===== src/rtl/rf_pkg.sv =====
`default_nettype none
// ============================================================================
// rf_pkg
//   Shared constants and helpers for the register file.
//   Revision: 1.0
// ============================================================================
package rf_pkg;

  localparam int DEF_WIDTH = 32;
  localparam int DEF_DEPTH = 32;
  localparam int LANE_W    = 8;

  // Address width; never below one bit so a two-entry file still has a port.
  function automatic int calc_aw(input int depth);
    return (depth <= 2) ? 1 : $clog2(depth);
  endfunction

endpackage
`default_nettype wire


===== src/rtl/register_cell.sv =====
`default_nettype none
// ============================================================================
// register_cell
//   One register with per-byte load enables and asynchronous active-low clear.
//   Revision: 1.0
// ============================================================================
module register_cell
  import rf_pkg::*;
#(
  parameter int WIDTH = DEF_WIDTH
) (
  input  logic                     clk,
  input  logic                     rst,
  input  logic [WIDTH/LANE_W-1:0]  be,
  input  logic [WIDTH-1:0]         d,
  output logic [WIDTH-1:0]         q
);

  localparam int c_nb = WIDTH / LANE_W;

  logic [WIDTH-1:0] r_q;

  always_ff @(posedge clk or negedge rst) begin
    if (!rst) begin
      r_q <= '0;
    end else begin
      for (int i = 0; i < c_nb; i++) begin
        if (be[i]) r_q[i*LANE_W +: LANE_W] <= d[i*LANE_W +: LANE_W];
      end
    end
  end

  assign q = r_q;

endmodule
`default_nettype wire


===== src/rtl/register_file.sv =====
`default_nettype none
// ============================================================================
// register_file
//   Two-read / one-write register file with byte strobes and write forwarding.
//   Revision: 1.0
// ============================================================================
module register_file
  import rf_pkg::*;
#(
  parameter int WIDTH    = DEF_WIDTH,
  parameter int DEPTH    = DEF_DEPTH,
  parameter int ZERO_REG = 1,
  parameter int BYPASS   = 1,
  localparam int AW      = calc_aw(DEPTH),
  localparam int NB      = WIDTH / LANE_W
) (
  input  logic             clk,
  input  logic             rst,
  input  logic             we,
  input  logic [AW-1:0]    waddr,
  input  logic [WIDTH-1:0] wdata,
  input  logic [NB-1:0]    wstrb,
  input  logic [AW-1:0]    raddr1,
  output logic [WIDTH-1:0] rdata1,
  input  logic [AW-1:0]    raddr2,
  output logic [WIDTH-1:0] rdata2
);

  localparam int         c_slots = 2 ** AW;
  localparam logic [AW:0] c_depth = DEPTH[AW:0];

  if ((WIDTH % LANE_W) != 0 || WIDTH < LANE_W || DEPTH < 2 || DEPTH > 256) begin : g_bad_params
    $fatal(1, "register_file: illegal WIDTH=%0d / DEPTH=%0d", WIDTH, DEPTH);
  end

  logic [WIDTH-1:0] w_regs [c_slots];
  logic             w_wr_valid;

  // Out-of-range and (optionally) zero-register writes never reach a cell,
  // which also keeps them out of the forwarding path.
  assign w_wr_valid = rst && we && ({1'b0, waddr} < c_depth)
                      && !((ZERO_REG != 0) && (waddr == '0));

  for (genvar i = 0; i < c_slots; i++) begin : g_slot
    if (i < DEPTH) begin : g_cell
      logic [NB-1:0] w_be;
      assign w_be = (w_wr_valid && (waddr == AW'(i))) ? wstrb : '0;

      register_cell #(.WIDTH(WIDTH)) u_cell (
        .clk (clk),
        .rst (rst),
        .be  (w_be),
        .d   (wdata),
        .q   (w_regs[i])
      );
    end else begin : g_pad
      assign w_regs[i] = '0;
    end
  end

  function automatic logic [WIDTH-1:0] read_port(input logic [AW-1:0] addr,
                                                 input logic [WIDTH-1:0] stored);
    logic [WIDTH-1:0] v;
    v = stored;
    if ((BYPASS != 0) && w_wr_valid && (waddr == addr)) begin
      for (int i = 0; i < NB; i++) begin
        if (wstrb[i]) v[i*LANE_W +: LANE_W] = wdata[i*LANE_W +: LANE_W];
      end
    end
    return rst ? v : '0;
  endfunction

  always_comb begin
    rdata1 = read_port(raddr1, w_regs[raddr1]);
    rdata2 = read_port(raddr2, w_regs[raddr2]);
  end

endmodule
`default_nettype wire


===== config.mk =====
export PLATFORM = sky130hd
export DESIGN_NAME = register_file
export DESIGN_NICKNAME = d
export VERILOG_FILES = /design/src/rtl/rf_pkg.sv /design/src/rtl/register_cell.sv /design/src/rtl/register_file.sv
export SDC_FILE = /design/constraint.sdc
export NUM_CORES = 2
export LEC_CHECK = 0
export CORE_MARGIN = 2
export CORE_UTILIZATION = 50
export DETAILED_ROUTE_END_ITERATION = 10
export PLACE_DENSITY = 0.66
export SLEW_MARGIN = 20
export SYNTH_ARGS = -nofsm -noshare
export SYNTH_HDL_FRONTEND = slang
export SYNTH_SLANG_ARGS = --single-unit

===== constraint.sdc =====
create_clock -name clk -period 6.95 [get_ports clk]
set_clock_uncertainty 0.2 [all_clocks]
set_input_delay 1.39 -clock clk [delete_from_list [all_inputs] [get_ports clk]]
set_output_delay 1.39 -clock clk [all_outputs]
set_load 0.005 [all_outputs]

# After elaboration in Yosys (flattened, before gate mapping)

Index checks and enable logic that the tools add are counted.

Order comparisons: 2
Reductions and logical operators: 38
Bitwise logic cells: 2
Muxes and demuxes: 50
Equal/unequal tests: 33

Operators by type and width:

| operator                                       | number |
|---|---|
| binary-select mux 32 bit (select 5 bit)        | 2 |
| two-way mux 32 bit                             | 8 |
| two-way mux 4 bit                              | 32 |
| == test 5 bit (second input constant)          | 16 |
| two-way mux 8 bit                              | 8 |
| == test 5 x 4 -> 1 bit (second input constant) | 8 |
| logical AND 1 bit                              | 36 |
| == test 5 x 3 -> 1 bit (second input constant) | 4 |
| >= comparator 6 bit (second input constant)    | 2 |
| inverter 5 -> 6 bit                            | 2 |
| == test 5 x 2 -> 1 bit (second input constant) | 2 |
| == test 5 bit                                  | 2 |
| == test 5 x 1 -> 1 bit (second input constant) | 1 |
| logical NOT 5 bit                              | 1 |
| logical NOT 1 bit                              | 1 |

Word-level logic and storage cells: 253
Output and inout port bits: 64
Bits in registers: 1024
Input port bits: 54

# Logic depth before layout (Yosys ltp)

Depth after elaboration: 7
Mapped depth: 11
Mapped depth without buffers: 6

# Cells and area by module

Synthesis repeated with hierarchy kept, for this count alone.

Cell total of the unflattened synthesis: 3707
Area, all modules: 60680.7 um^2

Modules (own cells, without submodules):

| module        | area each (um^2) | times used | seq. area each (um^2) | cells an instance |
|---|---|---|---|---|
| register_cell | 1326.3           | 32         | 800.8                 | 68 |
| register_file | 18240.0          | 1          | 0.0                   | 1531 |

# Worst setup path after synthesis

No wires, ideal clock.

Path kind: input to output
From: input raddr1[0]
To: output rdata1[13]
Data arrival time: 2998 ps
Buffers on the path: 3
Slack: 2362 ps
Data required time: 5360 ps
Stages on the path: 7
Cell sequence: buf_6 buf_6 buf_2 mux4_2 mux2i_1 o32ai_1 o31a_1

Longest elaborated chain between the ends: 7

RTL lines:

| item                                                   | RTL line            | source |
|---|---|---|
| from (decl)                                            | register_file.sv:23 | `input logic [AW-1:0] raddr1,` |
| inverter 5 -> 6 bit (not written as such)              | register_file.sv:74 | `rdata1 = read_port(raddr1, w_regs[raddr1]);` |
| binary-select mux 32 bit (select 5 bit)                | register_file.sv:74 |  |
| two-way mux 32 bit (not written as such) (2 in series) | register_file.sv:74 |  |
| two-way mux 8 bit                                      | register_file.sv:67 | `if (wstrb[i]) v[i*LANE_W +: LANE_W] = wdata[i*LANE_W +: LANE_W];` |
| two-way mux 32 bit (*)                                 | register_file.sv:65 | `if ((BYPASS != 0) && w_wr_valid && (waddr == addr)) begin` |
| two-way mux 32 bit (*)                                 | register_file.sv:70 | `return rst ? v : '0;` |
| to (decl)                                              | register_file.sv:24 | `output logic [WIDTH-1:0] rdata1,` |

Mark *: on every way between the ends. The rest lies on a longest branch, timed or not. The select of a mux whose other input is x is not followed.

# Worst setup path in the final report

From: input waddr[2]
To: output rdata2[10]

Longest elaborated chain between the ends: 6

RTL lines:

| item                   | RTL line            | source |
|---|---|---|
| from (decl)            | register_file.sv:20 | `input logic [AW-1:0] waddr,` |
| logical NOT 5 bit      | register_file.sv:42 | `&& !((ZERO_REG != 0) && (waddr == '0));` |
| logical NOT 1 bit      | register_file.sv:42 |  |
| logical AND 1 bit      | register_file.sv:42 |  |
| logical AND 1 bit (*)  | register_file.sv:65 |  |
| two-way mux 32 bit (*) | register_file.sv:65 |  |
| two-way mux 32 bit (*) | register_file.sv:70 |  |
| to (decl)              | register_file.sv:26 | `output logic [WIDTH-1:0] rdata2` |

Mark *: on every way between the ends. The rest lies on a longest branch, timed or not.

==> impl_metrics.json <==
{
  "status": "finished clean",
  "p_leak_uw": 0.0289,
  "nets": 4221,
  "required_ps": 5360,
  "fin_crit_ps": 6330,
  "cts-buffers-inserted": 111,
  "drtAntennaViolNets": 0,
  "io_pins": 118,
  "dp_slack_ps": 730,
  "num_vias": 39424,
  "slowest_stage": "a21oi_2",
  "post-cts-setup-buffers": 0,
  "io_buffers": 117,
  "cp.arrival_ps": 4740,
  "cts.repair.resized": 0,
  "min_from": "g_slot[0].g_cell.u_cell.q[21]",
  "critical_path.max_fanout": 9,
  "largest_reg_flops": 1024,
  "clk_pin_slew_ps": 60,
  "grt_first_pass_wirelength_um": 274000,
  "reg2regPathDepth": 1,
  "cp-start-kind": "primary input",
  "dr.first_iter.drc_count": 3986,
  "clock.fmax_mhz": 158,
  "antenna_found_initial": 10,
  "cts_tree": "done",
  "ctsHoldBuffers": 0,
  "cp-startpoint": "waddr[2]",
  "syn_avg_cell_area_um2": 13.6,
  "top_usage_layer": "met2",
  "ys_top_cells_by_area": "dfrtp_1 (45%), mux2_2 (20%), mux4_2 (11%), mux2i_1 (7.9%), a221oi_1 (2.5%)",
  "synth_edf_count": 0,
  "cts_buffer_depth": 3,
  "drv_cap": 0,
  "synth_xor_area_frac": 0.00154,
  "cpMostUsedCell": "clkdlybuf4s50_1",
  "drive_gt1_frac": 0.389,
  "synth_compound_area_frac": 0.0724,
  "finalPower_uw": 15100,
  "synthCells": 4172,
  "grt_pass1_vias": 39382,
  "fin_ws_ps": 620,
  "utilization": 0.557,
  "finalHoldViolations": 0,
  "synth_mux_area_frac": 0.395,
  "wl_um": 186000,
  "firstDrtPassIters": 6,
  "reg2reg_slack_ps": 5950,
  "async_reset_ff_frac": 1.00,
  "synth_nets": 4226,
  "globalplace.congestion": 0.905,
  "grt_use_met2": 0.473,
  "power_density_mw_per_mm2": 240,
  "grt_use_met1": 0.451,
  "core_mm2": 0.113,
  "grt_use_met3": 0.0768,
  "drv_slew": 0,
  "synth_top_area_share": 0.451,
  "tns_ps": 0,
  "synthDistinctLibCells": 65,
  "vias_per_cell": 6.85,
  "insertion_delay_ps": 680,
  "endpoint_kind": "output port",
  "max_stage_delay_ps": 680,
  "post-route-period-util": 0.911,
  "cts.htree.levels": 3,
  "die_w_um": 341,
  "holdCritPathClass": "reg2reg",
  "wire_per_inst_um": 32.2,
  "place_hpwl_um": 121000,
  "peakVddDrop_mv": 0.173,
  "dpl-instance-area_mm2": 0.0590,
  "yosysWarnings": 0,
  "rsz0062_at_grt": "no",
  "yosys.area_share.simple": 0.0386,
  "yosys.area_share.adder": 0,
  "grt_max_degree": 138,
  "endpoint": "rdata2[10]",
  "die-area_mm2": 0.116,
  "grt_usage": 0.319,
  "ys_seq_area_frac": 0.451,
  "die_h_um": 341,
  "tightest_slew_ps": 1150,
  "drcViolationCount": 0,
  "critical_path.cell_chain": "clkdlybuf4s50_1 -> or3_1 -> o21ai_1 -> nor3_2 -> buf_4 -> a21oi_2 -> a32o_1 -> a21o_1 -> clkdlybuf4s50_1",
  "design_area_mm2": 0.0627,
  "ys_ff_latch": 1024,
  "synth_top_family_by_area": "multiplexers",
  "grt-ovfl-total": 0,
  "reg2reg_to": "g_slot[10].g_cell.u_cell.q[15]",
  "yosysTopAreaCell": "dfrtp_1",
  "clock_tree.root_cell": "clkbuf_16",
  "netlist_area_mm2": 0.0568,
  "setup_viol": 0,
  "slew_headroom": 0.229,
  "r2r-start": "g_slot[10].g_cell.u_cell.q[15]",
  "cts_num_sinks": 1024,
  "initial_utilization": 0.504,
  "synth_ff_type": "dfrtp_1",
  "syn_to_final_growth_pct": 10.4,
  "num_rows": 123,
  "critical_path_class": "in2out"
}
per-stage QoR:
stage	instances	hold slack, ps
6_report	5759	193
4_1_cts	5752	197
2_1_floorplan	4172	238
5_1_grt	5754	210
3_3_place_gp	5554	177
3_5_place_dp	5554	182
layout make-up:
| cell class | instances | area, um^2 |
|---|---|---|
| Inverter | 8 | 32.5 |
| Multi-Input combinational cell | 2752 | 28900 |
| Fill cell | 9246 | 50000 |
| Clock inverter | 30 | 419 |
| Clock buffer | 168 | 3240 |
| Tap cell | 1500 | 1880 |
| Timing Repair Buffer | 270 | 2620 |
| Sequential cell | 1024 | 25600 |
| Antenna cell | 7 | 17.5 |
power by group:
group / total [uW] / leakage [uW] / switching, uW / internal (uW)
clock: 6060 / 0.00180 / 2500 / 3560
combinational: 2220 / 0.0131 / 1160 / 1060
sequential: 6770 / 0.0139 / 335 / 6440
Yosys cell counts (all sizes together) (5+ instances only):
library cell  count
a211oi           17
a21oi            67
a221o            62
a221oi          175
a22o             14
a22oi            24
a31oi            23
and2              5
and3             10
buf             153
clkbuf          235
dfrtp          1024
mux2            992
mux2i           448
mux4            298
nand2           211
nand2b           32
nand3            37
nand3b            5
nor2             63
nor2b            10
nor3             70
nor4             10
o211ai            5
o21a              5
o21ai            82
o311ai            5
o31ai            13
o32ai            16
or2              13
or3               7
xnor2            10
worst min-delay path by stage:
stage / endpoint / slack [ps] / cells after the start
3_3_place_gp: g_slot[0].g_cell.u_cell.q[21] / 180 / 0
2_1_floorplan: g_slot[0].g_cell.u_cell.q[7] / 240 / 1
6_report: g_slot[0].g_cell.u_cell.q[21] / 190 / 0
3_5_place_dp: g_slot[0].g_cell.u_cell.q[24] / 180 / 0
5_1_grt: g_slot[0].g_cell.u_cell.q[24] / 210 / 0
4_1_cts: g_slot[0].g_cell.u_cell.q[24] / 200 / 0
critical path: cells and delay by family:
family | cells | cell delay [ps]
simple gates | 2 | 590
compound gates | 4 | 1380
buf+inv | 3 | 1370
cell usage in the layout (no fill, tap or decap), drive strengths merged, types with 13 or more instances in the layout:
cell type | netlist | final
dfrtp | 1024 | 1024
clkinv | 4 | 21
nand3 | 37 | 37
a221o | 62 | 62
a211oi | 17 | 17
a31oi | 23 | 23
nand2 | 211 | 211
mux2 | 992 | 992
o31ai | 13 | 13
a21oi | 67 | 67
clkdlybuf4s50 | 0 | 103
a22oi | 24 | 24
buf | 153 | 165
nand2b | 32 | 32
a22o | 14 | 14
o21ai | 82 | 82
nor3 | 70 | 70
o32ai | 16 | 16
or2 | 13 | 13
nor2 | 63 | 63
clkbuf | 235 | 170
mux2i | 448 | 448
a221oi | 175 | 175
mux4 | 298 | 298
per-layer routing:
layer  part of all wire  vias to the layer above  wire length [um]
met5            0.00046                        -                86
met4              0.043                       14              7910
met3              0.098                      464             18100
met2               0.44                     2068             82100
met1               0.42                    20699             77300
li1                   -                    16179                 -
kinds of logic (layout without fill, tap and decap cells):
| kind of cell | Yosys count | after routing |
|---|---|---|
| buf+inv | 396 | 476 |
| xor+xnor | 10 | 10 |
| flops | 1024 | 1024 |
| other cells | 0 | 7 |
| compound gates | 531 | 531 |
| mux | 1738 | 1738 |
| simple gates | 473 | 473 |
(Power assumes the default switching activity.)
